**src/rtl/qlm_pkg.sv**
```systemverilog
`default_nettype none
// ==== qlm_pkg : mode encoding and leading-one detector for the multiplier (rev 1.0) ====
package qlm_pkg;

   localparam logic MODE_EXACT = 1'b0;
   localparam logic MODE_APX   = 1'b1;

   // The detector is written once at a fixed maximum width; callers cast the
   // index down to $clog2 of their own operand width.
   localparam int LOD_IN_W  = 64;
   localparam int LOD_OUT_W = 6;

   function automatic logic [LOD_OUT_W-1:0] lod(input logic [LOD_IN_W-1:0] v);
      logic [LOD_OUT_W-1:0] idx;
      idx = '0;
      for (int i = 0; i < LOD_IN_W; i++)
         if (v[i]) idx = LOD_OUT_W'(i);
      return idx;
   endfunction

endpackage
`default_nettype wire

```
**src/rtl/qlm_mitchell_core.sv**
```systemverilog
`default_nettype none
// ==== qlm_mitchell_core : combinational Mitchell log-domain product, truncated fraction (rev 1.0) ====
module qlm_mitchell_core #(
   parameter int WIDTH  = 16,
   parameter int FRAC_W = 4
) (
   input  logic [WIDTH-1:0]   x,
   input  logic [WIDTH-1:0]   y,
   output logic [2*WIDTH-1:0] p
);
   import qlm_pkg::*;

   localparam int KW = $clog2(WIDTH);
   localparam int PW = 2 * WIDTH;

   logic [KW-1:0]        ka, kb;
   logic [WIDTH-1:0]     xn, yn;
   logic [FRAC_W-1:0]    fa, fb;
   logic [FRAC_W:0]      s, mant;
   logic [KW:0]          sh;
   logic [PW+FRAC_W-1:0] wide;

   always_comb begin
      ka = KW'(lod(LOD_IN_W'(x)));
      kb = KW'(lod(LOD_IN_W'(y)));
      // Normalise so the leading one sits at the MSB; the fraction is then a fixed slice.
      xn = x << (KW'(WIDTH-1) - ka);
      yn = y << (KW'(WIDTH-1) - kb);
      fa = FRAC_W'(xn >> (WIDTH-1-FRAC_W));
      fb = FRAC_W'(yn >> (WIDTH-1-FRAC_W));
      s  = {1'b0, fa} + {1'b0, fb};
      // A fraction carry doubles the characteristic instead of adding the implicit one.
      mant = s[FRAC_W] ? s : {1'b1, s[FRAC_W-1:0]};
      sh   = {1'b0, ka} + {1'b0, kb} + {{KW{1'b0}}, s[FRAC_W]};
      wide = (PW+FRAC_W)'(mant) << sh;
      p    = (x == '0 || y == '0) ? '0 : PW'(wide >> FRAC_W);
   end

endmodule
`default_nettype wire

```
**src/rtl/qlm_mult_pipe.sv**
```systemverilog
`default_nettype none
// ==== qlm_mult_pipe : valid/ready pipelined multiplier, exact or Mitchell mode per beat (rev 1.0) ====
module qlm_mult_pipe #(
   parameter int WIDTH  = 16,
   parameter int STAGES = 3,
   parameter int FRAC_W = 4,
   parameter int CNT_W  = 16
) (
   input  logic               clk,
   input  logic               rst_n,
   input  logic               in_valid,
   output logic               in_ready,
   input  logic [WIDTH-1:0]   in_x,
   input  logic [WIDTH-1:0]   in_y,
   input  logic               in_mode,
   output logic               out_valid,
   input  logic               out_ready,
   output logic [2*WIDTH-1:0] out_p,
   output logic               out_mode,
   output logic [CNT_W-1:0]   ops_done
);
   import qlm_pkg::*;

   localparam int PW = 2 * WIDTH;

   logic [STAGES-1:0] vld;
   logic [STAGES-1:0] adv;
   logic [WIDTH-1:0]  x_r, y_r;
   logic              mode_r;
   logic [PW-1:0]     p_r [STAGES-1];
   logic              m_r [STAGES-1];
   logic [PW-1:0]     apx_p, prod;

   qlm_mitchell_core #(.WIDTH(WIDTH), .FRAC_W(FRAC_W)) u_mitchell (
      .x (x_r),
      .y (y_r),
      .p (apx_p)
   );

   assign prod = (mode_r == MODE_APX) ? apx_p : PW'(x_r) * PW'(y_r);

   // A stage moves on if the sink takes the last beat or any later stage holds a bubble;
   // looking ahead directly keeps the ready chain free of combinational self-loops.
   for (genvar s = 0; s < STAGES; s++) begin : g_adv
      if (s == STAGES-1) begin : g_last
         assign adv[s] = vld[s] & out_ready;
      end else begin : g_mid
         assign adv[s] = vld[s] & (out_ready | ~(&vld[STAGES-1:s+1]));
      end
   end

   assign in_ready  = ~rst_n | ~vld[0] | adv[0];
   assign out_valid = vld[STAGES-1];
   assign out_p     = p_r[STAGES-2];
   assign out_mode  = m_r[STAGES-2];

   always_ff @(posedge clk) begin
      if (!rst_n) begin
         vld      <= '0;
         x_r      <= '0;
         y_r      <= '0;
         mode_r   <= 1'b0;
         ops_done <= '0;
         for (int s = 0; s < STAGES-1; s++) begin
            p_r[s] <= '0;
            m_r[s] <= 1'b0;
         end
      end else begin
         if (in_valid && in_ready) begin
            vld[0] <= 1'b1;
            x_r    <= in_x;
            y_r    <= in_y;
            mode_r <= in_mode;
         end else if (adv[0]) begin
            vld[0] <= 1'b0;
         end

         if (adv[0]) begin
            vld[1] <= 1'b1;
            p_r[0] <= prod;
            m_r[0] <= mode_r;
         end else if (adv[1]) begin
            vld[1] <= 1'b0;
         end

         for (int s = 2; s < STAGES; s++) begin
            if (adv[s-1]) begin
               vld[s]   <= 1'b1;
               p_r[s-1] <= p_r[s-2];
               m_r[s-1] <= m_r[s-2];
            end else if (adv[s]) begin
               vld[s] <= 1'b0;
            end
         end

         if (out_valid && out_ready)
            ops_done <= ops_done + CNT_W'(1);
      end
   end

endmodule
`default_nettype wire

```
**config.mk**
```make
export PLATFORM = sky130hd
export DESIGN_NAME = qlm_mult_pipe
export DESIGN_NICKNAME = d
export VERILOG_FILES = /design/src/rtl/qlm_pkg.sv /design/src/rtl/qlm_mitchell_core.sv /design/src/rtl/qlm_mult_pipe.sv
export SDC_FILE = /design/constraint.sdc
export NUM_CORES = 1
export LEC_CHECK = 0
export BUFFER_PORTS_ARGS = -buffer_cell sky130_fd_sc_hd__buf_4
export CAP_MARGIN = 20
export CORE_MARGIN = 1
export CORE_UTILIZATION = 28
export DETAILED_ROUTE_END_ITERATION = 8
export GPL_TIMING_DRIVEN = 0
export HOLD_SLACK_MARGIN = 0.03
export PLACE_DENSITY_LB_ADDON = 0.3
export SETUP_SLACK_MARGIN = 0.05
export SYNTH_ARGS = -nofsm -noshare
export SYNTH_HDL_FRONTEND = slang
export SYNTH_SLANG_ARGS = --single-unit
```
**constraint.sdc**
```tcl
create_clock -name clk -period 8.5 [get_ports clk]
set_input_delay 0 -clock clk [delete_from_list [all_inputs] [get_ports clk]]
set_output_delay 0 -clock clk [all_outputs]
set_load 0.01 [all_outputs]
```
# [After elaboration in Yosys (flattened, before gate mapping)]
# Memories as Yosys holds them, arrays and structs flattened.
# Cells that the tools add are included.
[word_totals] n_memories=2 ram_bits=66 word_cells=92 ff_bits=52
[op_classes] n_mux=49 add_sub_neg=6 n_bitwise=15 reduce_logical=9 multipliers=1 n_shift=3
[mem_list] name="p_r" depth=2 word_bits=32 read_ports=2 rd_ports_with_merged_regs=0 write_ports=2 line="qlm_mult_pipe.sv:30" rtl="logic [PW-1:0] p_r [STAGES-1];"
[mem_list] name="m_r" depth=2 word_bits=1 read_ports=2 rd_ports_with_merged_regs=0 write_ports=2 line="qlm_mult_pipe.sv:31" rtl="logic m_r [STAGES-1];"
[ops] operator="2-to-1 mux 32 bit" count=4
[ops] operator="2-to-1 mux 4 bit" count=21
[ops] operator="left shift 5 x 5 -> 36 bit" count=1
[ops] operator="zero test 16 bit" count=2
[ops] operator="multiplier 16 x 16 -> 32 bit" count=1
[ops] operator="left shift 16 x 4 -> 15 bit" count=2
[ops] operator="2-to-1 mux 1 bit" count=17
[ops] operator="adder 16 x 1 -> 16 bit, second input constant" count=1
[ops] operator="2-to-1 mux 3 bit" count=4
[ops] operator="adder 4 x 4 -> 5 bit" count=2
[ops] operator="bitwise OR 1 bit" count=8
[ops] operator="subtractor 4 bit, first input constant" count=2
[ops] operator="2-to-1 mux 2 bit" count=3
[ops] operator="nonzero test 2 bit" count=3
[ops] operator="adder 5 x 1 -> 5 bit" count=1
[ops] operator="inverter 1 bit" count=4
[ops] operator="bitwise AND 1 bit" count=3
[ops] operator="logical AND 1 bit" count=2
[ops] operator="AND reduction 2 bit" count=1
[ops] operator="logical OR 1 bit" count=1

# [Logic depth before layout (Yosys ltp)]
# Gate-level depths: netlist of run 1.
[logic_depth] ltp_word=23 ltp_mapped=25 ltp_nobuf=23

# [By module]
# A second synthesis of run 1 with hierarchy kept.
[hier_totals] hier_cells=1825 area_unflattened_um2=15782.6
[modules_own_cells] module="qlm_mult_pipe" cells_per_inst=1470 area_each_um2=13519.2 instances=1 seq_area_each_um2=3022.9
[modules_own_cells] module="qlm_mitchell_core" cells_per_inst=355 area_each_um2=2263.4 instances=1 seq_area_each_um2=0.0

# [Least setup slack after synthesis of run 1]
# Ideal clock, no wire load.
[synth_path] path_kind="reg2reg" start="reg x_r[9]" end="mem p_r[0][19] (netlist bit), data pin" slack_ns=2.321 arrival_time_ns=5.911 synth_period_minus_slack_ns=6.179 n_path_buf=2 path_stages_with_launch=24 t_required_ns=8.232 setup_time_ns=0.268 cell_sequence="dfxtp_1 > clkbuf_1 > clkbuf_1 > nand2_1 > fa_1 > inv_1 > fa_1 > inv_1 > fa_1 > fa_1 > inv_1 > fa_1 > inv_1 > fa_1 > inv_1 > ha_1 > nand4_1 > nor2_1 > a2111oi_2 > nor2_1 > a311o_1 > a21oi_1 > xor2_1 > o21ai_0"
[synth_lines] item="from (decl)" line="qlm_mult_pipe.sv:28" rtl="logic [WIDTH-1:0] x_r, y_r;"
[synth_lines] item="from (signal assigned)" line="qlm_mult_pipe.sv:71" rtl="x_r <= in_x;"
[synth_lines] item="to (decl)" line="qlm_mult_pipe.sv:30"

==> key figures, run 1 <==
Power and ir drop
  • Cell Int Power: 1.44 mW
  • Maximum vdd drop: 0.000115 V
  • Power Density: 132 nW/um2
  • Sw frac: 38.6%
  • Leak: 7.90 nW
  • Sw Pwr: 0.907 mW
  • Clock Power Share: 32.2%
  • Sequential Power Share: 27.8%
  • Gate power share: 40.0%

Layout
  • Share of cells above drive strength 1: 9.68%
  • Layout area overhead: 16.8%
  • Reg area: 3020 um2
  • # diodes: 0
  • Multi-input gate area: 10600 um2
  • Final-stage net count: 2214
  • Filler Cell Count: 5475

Synth
  • Synth Area in XOR/XNOR: 2.36%
  • Synth unique cells: 75
  • Top-count cell post-synth: nand2_1
  • Leading area contributor after synthesis: fa_1
  • Primary FF master, synth: edfxtp_1
  • Top cells by area, synth: fa_1 (26%), edfxtp_1 (13%), ha_1 (9.2%)
  • Synth Area in Adders: 35.2%
  • Post-synthesis mux area share: 3.08%
  • Post-synthesis simple-gate area fraction: 18.4%
  • Largest family of logic cells by synthesized area: adder cells
  • Synth Instances: 1723
  • Post-synth top cells: nand2_1 (301), inv_1 (260), fa_1 (197), and2_1 (138), ha_1 (112)
  • Share of the synthesized area in the top cell type: 26.0%
  • Async S/R FF share, synth: 0%
  • Synth warnings: 0
  • Seq/Total Area, Yosys: 19.9%
  • Post-synth EDFFs: 66
  • Seq cells post-synth: 118
  • Avg Cell Area, Syn: 8.81 um2
  • Syn_nets: 2069
  • Syn Std Cell Area: 15200 um2
  • Compound-Gate Fraction of Synth Area: 10.6%

STA
  • Final TNS setup: 0 ns
  • Min Tclk post-route: 7.48 ns
  • Worst rel slew slack: 42.5%
  • Worst slew pin tran: 0.855 ns
  • RSZ-0062 raised after global routing: no
  • WHS: 0.232 ns
  • Final Slew Violations: 0
  • Fin crit share: 87.9%
  • Final setup vio count: 0
  • Final Skew: 0.00840 ns
  • Fmax: 0.134 GHz
  • Final hold vios: 0

Clock network
  • Clock root buffer: clkbuf_16
  • Clock-pin slew on the worst setup and hold paths: 0.06 ns
  • Post-CTS Setup Inserts: 0
  • Clock buffer depth: 2
  • Number of CTS-inserted buffers: 17
  • H-tree depth: 4
  • Clk_lat worst skew: 0.42 ns
  • CTS tree: done
  • # clock sinks: 118

Setup path
  • CP bufs+invs: 8
  • Crit path top cell by count: fa_1
  • Critical path startpoint category: flip-flop
  • Critical Path AT: 7.62 ns
  • Largest stage delay, worst path: 0.63 ns
  • CP max FO: 10
  • Crit Path Class: flip-flop to flip-flop
  • CP max-delay cell: clkbuf_1
  • CP required: 8.64 ns
  • Crit path max-delay family: adder cells
  • CP endpoint kind: flip-flop
  • Critical path, cell by cell: buf_6 -> clkbuf_1 -> buf_1 -> nand2_1 -> fa_1 -> inv_1 -> fa_1 -> inv_1 -> fa_1 -> inv_1 -> fa_1 -> inv_1 -> fa_1 -> inv_1 -> fa_1 -> ha_1 -> nand4_1 -> nor3_1 -> nand3_1 -> a211oi_1 -> o21ai_0 -> nand2_1 -> mux2i_1 -> o221ai_1

Routing
  • Final ANT Viol Nets: 0
  • DR WL/cell: 16.7 um
  • Vias/cell: 4.74
  • Vias: 12189
  • Drt drc: 0
  • Initial drt markers: 673
  • First-pass DRT Iterations: 4
  • Detailed Route WL: 42900 um

Floorplanning
  • Die width: 235 um
  • Core Area: 53100 um2
  • FP Rows: 84
  • Die Area: 55200 um2
  • Ports: 88
  • Die height: 235 um
  • Initial Util: 28.6%

Global routing
  • Total GRT Usage: 15.9%
  • Initial antenna violation count: 0
  • Global-route wire length before repair: 69300 um
  • Grt met3 use: 2.17%
  • Vias in the first global route: 12661
  • M2 GR Usage: 26.3%
  • Largest net degree at the start of global routing: 32
  • GRT met1 Usage: 21.5%
  • Most Used Layer, Global Route: met2
  • GR Overflow Total: 0

Job
  • # Max-Cap Violations: 0

Hold path
  • Hold crit path type: primary input to flip-flop

Placement
  • Port Buffers: 87
  • GPL Wtd Cong: 0.856
  • DPL Wire Length: 35000 um

Outcome
  • Status: completed
metal layers:
layer  share of wire [%]  routed length, um
met1                  46              19900
met2                  46              19800
met3                 5.4               2320
met4                 2.1                893
met5                   0                  0
cells in the final DEF (no fill, tap or decap), types with 6 or more instances in the layout:
| master | Yosys | routed |
|---|---|---|
| o31ai_1 | 6 | 6 |
| a21boi_0 | 35 | 35 |
| and2_1 | 138 | 138 |
| or3_1 | 8 | 8 |
| mux2i_1 | 31 | 31 |
| buf_4 | 35 | 122 |
| o21bai_1 | 7 | 7 |
| nor3_1 | 16 | 16 |
| clkbuf_16 | 0 | 17 |
| nand2_1 | 301 | 301 |
| a31oi_1 | 12 | 12 |
| nor4_1 | 7 | 7 |
| xnor2_1 | 30 | 30 |
| buf_1 | 8 | 8 |
| a211oi_1 | 8 | 8 |
| clkbuf_1 | 78 | 78 |
| a22oi_1 | 8 | 8 |
| a21o_1 | 10 | 10 |
| nand2b_1 | 13 | 13 |
| nor2b_1 | 9 | 9 |
| a21oi_1 | 47 | 47 |
| nor2_1 | 69 | 69 |
| fa_1 | 197 | 197 |
| dfxtp_1 | 52 | 52 |
| edfxtp_1 | 66 | 66 |
| inv_6 | 0 | 6 |
| inv_1 | 260 | 260 |
| o22ai_1 | 11 | 11 |
| ha_1 | 112 | 112 |
| nand3_1 | 13 | 13 |
| o21ai_0 | 40 | 39 |
| xor2_1 | 11 | 11 |
| dlygate4sd3_1 | 0 | 36 |
| nand4_1 | 6 | 6 |
power by group through the flow:
| stage | clock, mW | sequential [mW] | combinational, mW |
|---|---|---|---|
| after detailed placement | 0 | 0.665 | 0.908 |
| after global placement | 0 | 0.666 | 0.899 |
| after global routing | 0.799 | 0.657 | 1.02 |
| after CTS | 0.774 | 0.653 | 0.927 |
| final | 0.757 | 0.653 | 0.939 |
| after floorplan | 0 | 0.661 | 0.610 |
cell type report:
class	count	share of cell area [%]
multi-input cells	1219	59.6
flip-flops and latches	118	17.0
inverters	261	5.52
well taps	688	4.85
clock buffers	17	2.40
plain buffers	125	3.45
clock inverters	15	1.08
repair buffers	126	6.01
registers in the layout (all words and copies together) (netlist names):
register	count
mode_r	1
vld	3
ops_done	16
p_r	64
y_r	16
x_r	16
m_r	2
metrics by stage:
| step | setup WS, ns | cells | total power, mW | util (%) | cell area, um2 |
|---|---|---|---|---|---|
| 2_1_floorplan | 2.32 | 1723 | 1.27 | - | 15200 |
| 3_3_place_gp | 1.07 | 2498 | 1.57 | 31.5 | 16700 |
| 3_5_place_dp | 1.05 | 2500 | 1.57 | 31.6 | 16800 |
| 4_1_cts | 1.05 | 2568 | 2.35 | 33.4 | 17700 |
| 5_1_grt | 0.640 | 2569 | 2.48 | 33.4 | 17700 |
| 6_report | 1.02 | 2569 | 2.35 | 33.4 | 17700 |
what timing repair did:
item / CTS / global route
hold endpoints to repair: 36 / 0
endpoints found under the setup margin: 0 / 0
resized for setup: 0 / 0
hold buffers: 36 / 0
worst register-to-register path, delay by kind of cell, from the launching register on:
kind	cells	cell delay (ns)
flip-flops	1	0.32
AND/OR/NAND/NOR	5	0.87
multiplexers	1	0.21
adder cells (fa/ha/maj)	7	3.52
buffers and inverters	8	1.59
AO/OA/AOI/OAI	3	0.68
cell families (layout without fill, tap and decap cells):
kind of cell	Yosys count	after routing
multiplexers	40	40
AO/OA/AOI/OAI	233	233
buffers and inverters	386	544
adder cells (fa/ha/maj)	309	309
AND/OR/NAND/NOR	596	596
XOR/XNOR	41	41
flip-flops	118	118
path summary, 6_finish.rpt:
kind,depth (start not counted),from,to,slack [ns]
hold / removal,3,rst_n,y_r[13],0.23
setup reg to reg,24,x_r[13],p_r[0][30],1.02
setup / recovery,24,x_r[13],p_r[0][30],1.02
hold reg to reg,1,p_r[0][12],p_r[0][44],0.51
Note: power is estimated with default switching activity, not from simulation.
==> inputs of run 2 (changes only) <==
CORE_ASPECT_RATIO = 0.9   (was unset)
==> run 2 against run 1 <==
Net effect: combinational power hardly changed; die area about the same; wire length is 0.38% higher; utilization decreased by 0.17 points; first-iteration DRC count is 18% higher; register-to-register slack worse by 0.07 ns; sequential share of layout area is essentially flat; sequential cell count stayed put; clock skew grew 0.0029 ns; setup slack got worse by 0.068 ns; via count is 0.75% lower; non-clock buffer count shrank 1; critical path type unchanged.
==> key figures, run 2 (same netlist as run 1, synthesis figures left out) <==
Outcome
  • Status: completed

Power and ir drop
  • Tot Pwr: 2.30 mW (-2.3%)
  • Leak: 7.87 nW (-0.35%)
  • Power Density: 130 nW/um2 (-2.1%)
  • Maximum vdd drop: 0.000130 V (+13%)

Floorplanning
  • Ports: 88 (unchanged)
  • Die Area: 55200 um2 (about the same)
  • Die height: 223 um (-5.1%)
  • FP Rows: 80 (-4.8%)
  • Core Area: 53300 um2 (+0.33%)
  • Die width: 247 um (+5.4%)
  • Initial Util: 28.5% (-0.094 points)

Global routing
  • Global-route wire length before repair: 69500 um (+0.27%)
  • Total GRT Usage: 16.3% (+0.38 points)
  • Largest net degree at the start of global routing: 33 (+3.1%)
  • Initial antenna violation count: 0 (unchanged)
  • Vias in the first global route: 12422 (-1.9%)
  • GR Overflow Total: 0 (unchanged)

STA
  • Setup ws final: 0.956 ns (-0.0683 ns)
  • RSZ-0062 raised after global routing: no
  • WHS: 0.224 ns (-0.00768 ns)
  • Final Slew Violations: 0 (unchanged)
  • Final TNS setup: 0 ns (unchanged)
  • Final hold vios: 0 (unchanged)
  • Final setup vio count: 0 (unchanged)
  • Worst slew pin tran: 1.08 ns (+0.226 ns)
  • Worst rel slew slack: 27.2% (-15 points)
  • Fin crit share: 88.7% (+0.80 points)
  • Min Tclk post-route: 7.54 ns (+0.0683 ns)
  • Final Skew: 0.0114 ns (+0.00295 ns)
  • Fmax: 0.133 GHz (-0.91%)

Routing
  • Detailed Route WL: 43100 um (+0.38%)
  • Drt drc: 0 (unchanged)
  • Vias: 12097 (-0.75%)
  • Final ANT Viol Nets: 0 (unchanged)
  • Vias/cell: 4.69 (-1.1%)
  • DR WL/cell: 16.7 um (about the same)
  • First-pass DRT Iterations: 7 (+3)
  • Initial drt markers: 792 (+18%)

Layout
  • Design Area, Final: 17700 um2 (-0.18%)
  • Most frequent cells in the layout: nand2_1 (301), inv_1 (260), fa_1 (197)
  • Largest reg by FF count: p_r
  • Reg area: 3020 um2 (unchanged)
  • Layout area overhead: 16.6%
  • # diodes: 0 (unchanged)
  • Max FFs per register: 64 (unchanged)
  • Multi-input gate area: 10600 um2 (unchanged)
  • Layout Cells excl Fill: 2577 (+0.31%)
  • Final-stage net count: 2213 (-0.045%)
  • Share of cells above drive strength 1: 9.57% (-0.10 points)
  • Layout Utilization: 33.3% (-0.17 points)
  • Filler Cell Count: 5549 (+1.4%)
  • Most common cell after layout, fill and taps aside: nand2_1

Clock network
  • Number of CTS-inserted buffers: 17 (unchanged)
  • CTS tree: done
  • Clock-pin slew on the worst setup and hold paths: 0.06 ns (about the same)
  • # clock sinks: 118 (unchanged)
  • Clock buffer depth: 2 (unchanged)
  • Clock root buffer: clkbuf_16
  • Clk_lat worst skew: 0.43 ns (about the same)
  • Post-CTS Setup Inserts: 0 (unchanged)
  • H-tree depth: 4 (unchanged)

Placement
  • Place WS: 1.04 ns (-0.0135 ns)
  • DPL Wire Length: 35200 um (+0.60%)
  • Port Buffers: 87 (unchanged)
  • GPL Wtd Cong: 0.866 (+1.1%)
  • Placed insts: 2509 (+0.36%)
  • DP Area: 16800 um2 (about the same)

Setup path
  • Crit Path Class: flip-flop to flip-flop
  • Critical path startpoint category: flip-flop
  • Critical Path AT: 7.69 ns (+0.07 ns)
  • CP endpoint kind: flip-flop
  • CP required: 8.65 ns (about the same)
  • CP max FO: 10 (unchanged)

Hold path
  • Hold crit path type: primary input to flip-flop

Job
  • # Max-Cap Violations: 0 (unchanged)
[run 2: cell count changes in the layout (fill, tap and decap cells not counted), sizes merged]
cell      change
buf           -1
bufinv        -1
clkinv        +3
clkinvlp      +2
inv           -4
[run 2: cell type report]
| class | instances | share of cell area (%) |
|---|---|---|
| plain buffers | 125 | 3.46 |
| clock buffers | 17 | 2.40 |
| clock inverters | 15 | 0.862 |
| inverters | 261 | 5.53 |
| multi-input cells | 1219 | 59.8 |
| flip-flops and latches | 118 | 17.1 |
| well taps | 697 | 4.93 |
| repair buffers | 125 | 5.99 |
[run 2: worst paths after layout]
path                  start         end  slack (ns)  depth (start not counted)
setup / recovery    x_r[14]  p_r[0][31]        0.96                         20
hold / removal        rst_n      x_r[1]        0.22                          3
setup reg to reg    x_r[14]  p_r[0][31]        0.96                         20
hold reg to reg   p_r[0][1]  p_r[0][33]        0.51                          1
[run 2: worst max-delay path, cell delays in order (launching register included)]
cell and delay (ns):
dfxtp_1 0.47, clkbuf_1 0.56, clkbuf_1 0.66, nand2_1 0.18
fa_1 0.57, inv_1 0.05, fa_1 0.53, inv_1 0.05
fa_1 0.48, fa_1 0.61, fa_1 0.43, inv_1 0.10
fa_1 0.42, ha_1 0.40, a21o_1 0.21, a31oi_1 0.18
o211a_1 0.20, o211ai_1 0.13, a31oi_1 0.44, nor2_1 0.07
o311ai_0 0.51
[run 2: metal layers]
| metal | global-route usage (%) | wire length (um) | vias up |
|---|---|---|---|
| li1 | - | - | 5772 |
| met1 | 24.2 | 21400 | 5934 |
| met2 | 24.6 | 18700 | 348 |
| met3 | 2.25 | 2200 | 43 |
| met4 | 4.14 | 716 | 0 |
| met5 | 0 | 0 | - |
[run 2: what timing repair did]
item	CTS	global route
setup endpoints to repair	0	0
endpoints found under the hold margin	36	0
hold buffers	36	0
gates resized for setup	0	0
[run 2: report_power, final]
group	switching (mW)	total (mW)	internal, mW
sequential	0.0170	0.653	0.636
clock	0.273	0.704	0.431
combinational	0.599	0.938	0.338
==> inputs of run 3 (changes only) <==
CORE_ASPECT_RATIO = 1.4   (was 0.9)
==> run 3 against run 2 <==
Net effect: global-route usage hardly changed; wire length is 1.2% higher; combinational power hardly changed; non-clock buffer count stayed put; first-iteration DRC count is 20% lower; largest power group unchanged; total power is 0.51% higher; sequential share of layout area hardly changed; clock power is 2% higher; sequential cell count stayed put; final cell count is 0.66% higher; via count is 0.36% higher.
==> key figures, run 3 (same netlist as run 1, synthesis figures left out) <==
Clock network
  • Clock-pin slew on the worst setup and hold paths: 0.06 ns (about the same)
  • Number of CTS-inserted buffers: 17 (unchanged)
  • Clock buffer depth: 2 (unchanged)
  • CTS tree: done
  • Clock root buffer: clkbuf_16
  • Post-CTS sizing: 0 (unchanged)
  • H-tree depth: 4 (unchanged)
  • # clock sinks: 118 (unchanged)
  • Post-CTS Setup Inserts: 0 (unchanged)
  • Clk_lat worst skew: 0.43 ns (about the same)

Routing
  • Vias/cell: 4.68 (-0.29%)
  • Final ANT Viol Nets: 0 (unchanged)
  • Detailed Route WL: 43600 um (+1.2%)
  • Initial drt markers: 637 (-20%)
  • DR WL/cell: 16.8 um (+0.54%)
  • Drt drc: 0 (unchanged)
  • First-pass DRT Iterations: 7 (unchanged)
  • Vias: 12141 (+0.36%)

Layout
  • Layout Cells excl Fill: 2594 (+0.66%)
  • Largest reg by FF count: p_r
  • Share of cells above drive strength 1: 9.47% (-0.11 points)
  • # diodes: 0 (unchanged)
  • Most common cell after layout, fill and taps aside: nand2_1
  • Most frequent cells in the layout: nand2_1 (301), inv_1 (260), fa_1 (197)
  • Max FFs per register: 64 (unchanged)
  • Layout area overhead: 16.8%
  • Final-stage net count: 2213 (unchanged)

Setup path
  • Critical path, cell by cell: buf_6 -> clkbuf_1 -> buf_1 -> nand2_1 -> fa_1 -> inv_1 -> fa_1 -> inv_1 -> fa_1 -> inv_1 -> fa_1 -> inv_1 -> fa_1 -> inv_1 -> fa_1 -> ha_1 -> nand4_1 -> nor3_1 -> nand3_1 -> a211oi_1 -> o21ai_0 -> a31oi_1 -> nor3_1 -> o31ai_1
  • Crit path top cell by count: fa_1
  • CP required: 8.72 ns (+0.07 ns)
  • Critical Path AT: 8.10 ns (+0.41 ns)
  • CP endpoint kind: flip-flop
  • CP max FO: 10 (unchanged)
  • CP max-delay cell: clkbuf_1
  • Largest stage delay, worst path: 0.70 ns (+0.04 ns)
  • Crit Path Class: flip-flop to flip-flop
  • Critical path startpoint category: flip-flop

Power and ir drop
  • Leak: 7.86 nW (-0.11%)
  • Power Density: 130 nW/um2 (+0.33%)
  • Tot Pwr: 2.31 mW (+0.51%)
  • Maximum vdd drop: 0.000121 V (-7.1%)

Global routing
  • Vias in the first global route: 12604 (+1.5%)
  • GR Overflow Total: 0 (unchanged)
  • Largest net degree at the start of global routing: 34 (+3.0%)
  • Initial antenna violation count: 0 (unchanged)
  • Total GRT Usage: 16.3% (-0.030 points)
  • Global-route wire length before repair: 68600 um (-1.2%)

STA
  • Final Skew: 0.0169 ns (+0.00553 ns)
  • Min Tclk post-route: 7.88 ns (+0.339 ns)
  • Fin crit share: 92.7% (+4.0 points)
  • RSZ-0062 raised after global routing: no
  • Final setup vio count: 0 (unchanged)
  • Final Slew Violations: 0 (unchanged)
  • Fmax: 0.127 GHz (-4.3%)
  • Final hold vios: 0 (unchanged)
  • Worst slew pin tran: 1.09 ns (+0.0101 ns)
  • Final TNS setup: 0 ns (unchanged)
  • Worst rel slew slack: 26.6% (-0.68 points)
  • Setup ws final: 0.617 ns (-0.339 ns)

Floorplanning
  • Die height: 278 um (+24%)
  • Die Area: 55200 um2 (about the same)
  • Core Area: 53400 um2 (+0.33%)
  • FP Rows: 100 (+25%)
  • Initial Util: 28.4% (-0.093 points)
  • Die width: 199 um (-20%)
  • Ports: 88 (unchanged)

Hold path
  • Hold crit path type: primary input to flip-flop

Placement
  • GPL Wtd Cong: 0.889 (+2.7%)
  • Placed insts: 2526 (+0.68%)
  • Place WS: 0.618 ns (-0.419 ns)
  • DPL Wire Length: 36200 um (+3.0%)
  • Port Buffers: 87 (unchanged)

Job
  • # Max-Cap Violations: 0 (unchanged)

Outcome
  • Status: completed
run 3: changes by cell type in the layout (fill, tap and decap cells not counted), sizes merged:
cell and delta:
clkinvlp +3, inv -3, clkinv -2, bufinv +1, clkbuf +1
run 3: where the power goes:
group / total (mW) / internal [mW] / leakage (nW) / switching (mW)
Combinational: 0.936 / 0.333 / 6.47 / 0.603
Sequential: 0.653 / 0.636 / 1.12 / 0.0169
Clock: 0.718 / 0.456 / 0.267 / 0.262
run 3: worst paths after layout:
path / endpoint / startpoint / slack (ns) / cells past startpoint
worst min register to register: p_r[0][47] / p_r[0][15] / 0.51 / 1
worst max-delay path: p_r[0][28] / x_r[13] / 0.62 / 24
worst max register to register: p_r[0][28] / x_r[13] / 0.62 / 24
worst min-delay path: y_r[13] / rst_n / 0.23 / 3
run 3: critical path: cells and delay by family (launching register included):
family                   cells  cell delay [ns]
adder cells (fa/ha/maj)      7             3.47
AND/OR/NAND/NOR              5             0.79
flip-flops                   1             0.32
AO/OA/AOI/OAI                4             1.38
buffers and inverters        8             1.68
run 3: final cells by class:
cell class	instances	area, um2
sequential	118	3020
buffer	125	612
clock buffer	18	429
tap	714	893
fill	5603	35700
clock inverter	14	160
inverter	261	980
multi-input combinational	1219	10600
timing repair buffer	125	1060
run 3: through the flow:
step	util [%]	area, um2	hold WS, ns
2_1_floorplan	-	15200	0.111
3_3_place_gp	31.3	16700	0.228
3_5_place_dp	31.4	16800	0.229
4_1_cts	33.2	17700	0.211
5_1_grt	33.2	17700	0.244
6_report	33.2	17700	0.227
run 3: routing by layer:
metal  GRT usage, %  part of all wire [%]  up-vias
met4           7.89                   4.5        0
met3           1.68                   3.2       90
li1               -                     -     5772
met1           18.3                    40     5956
met5              0                     0        -
met2           30.0                    53      323
run 3: repair_timing:
action | CTS | global route
setup endpoints to repair | 0 | 0
hold buffers | 36 | 0
endpoints found under the hold margin | 36 | 0
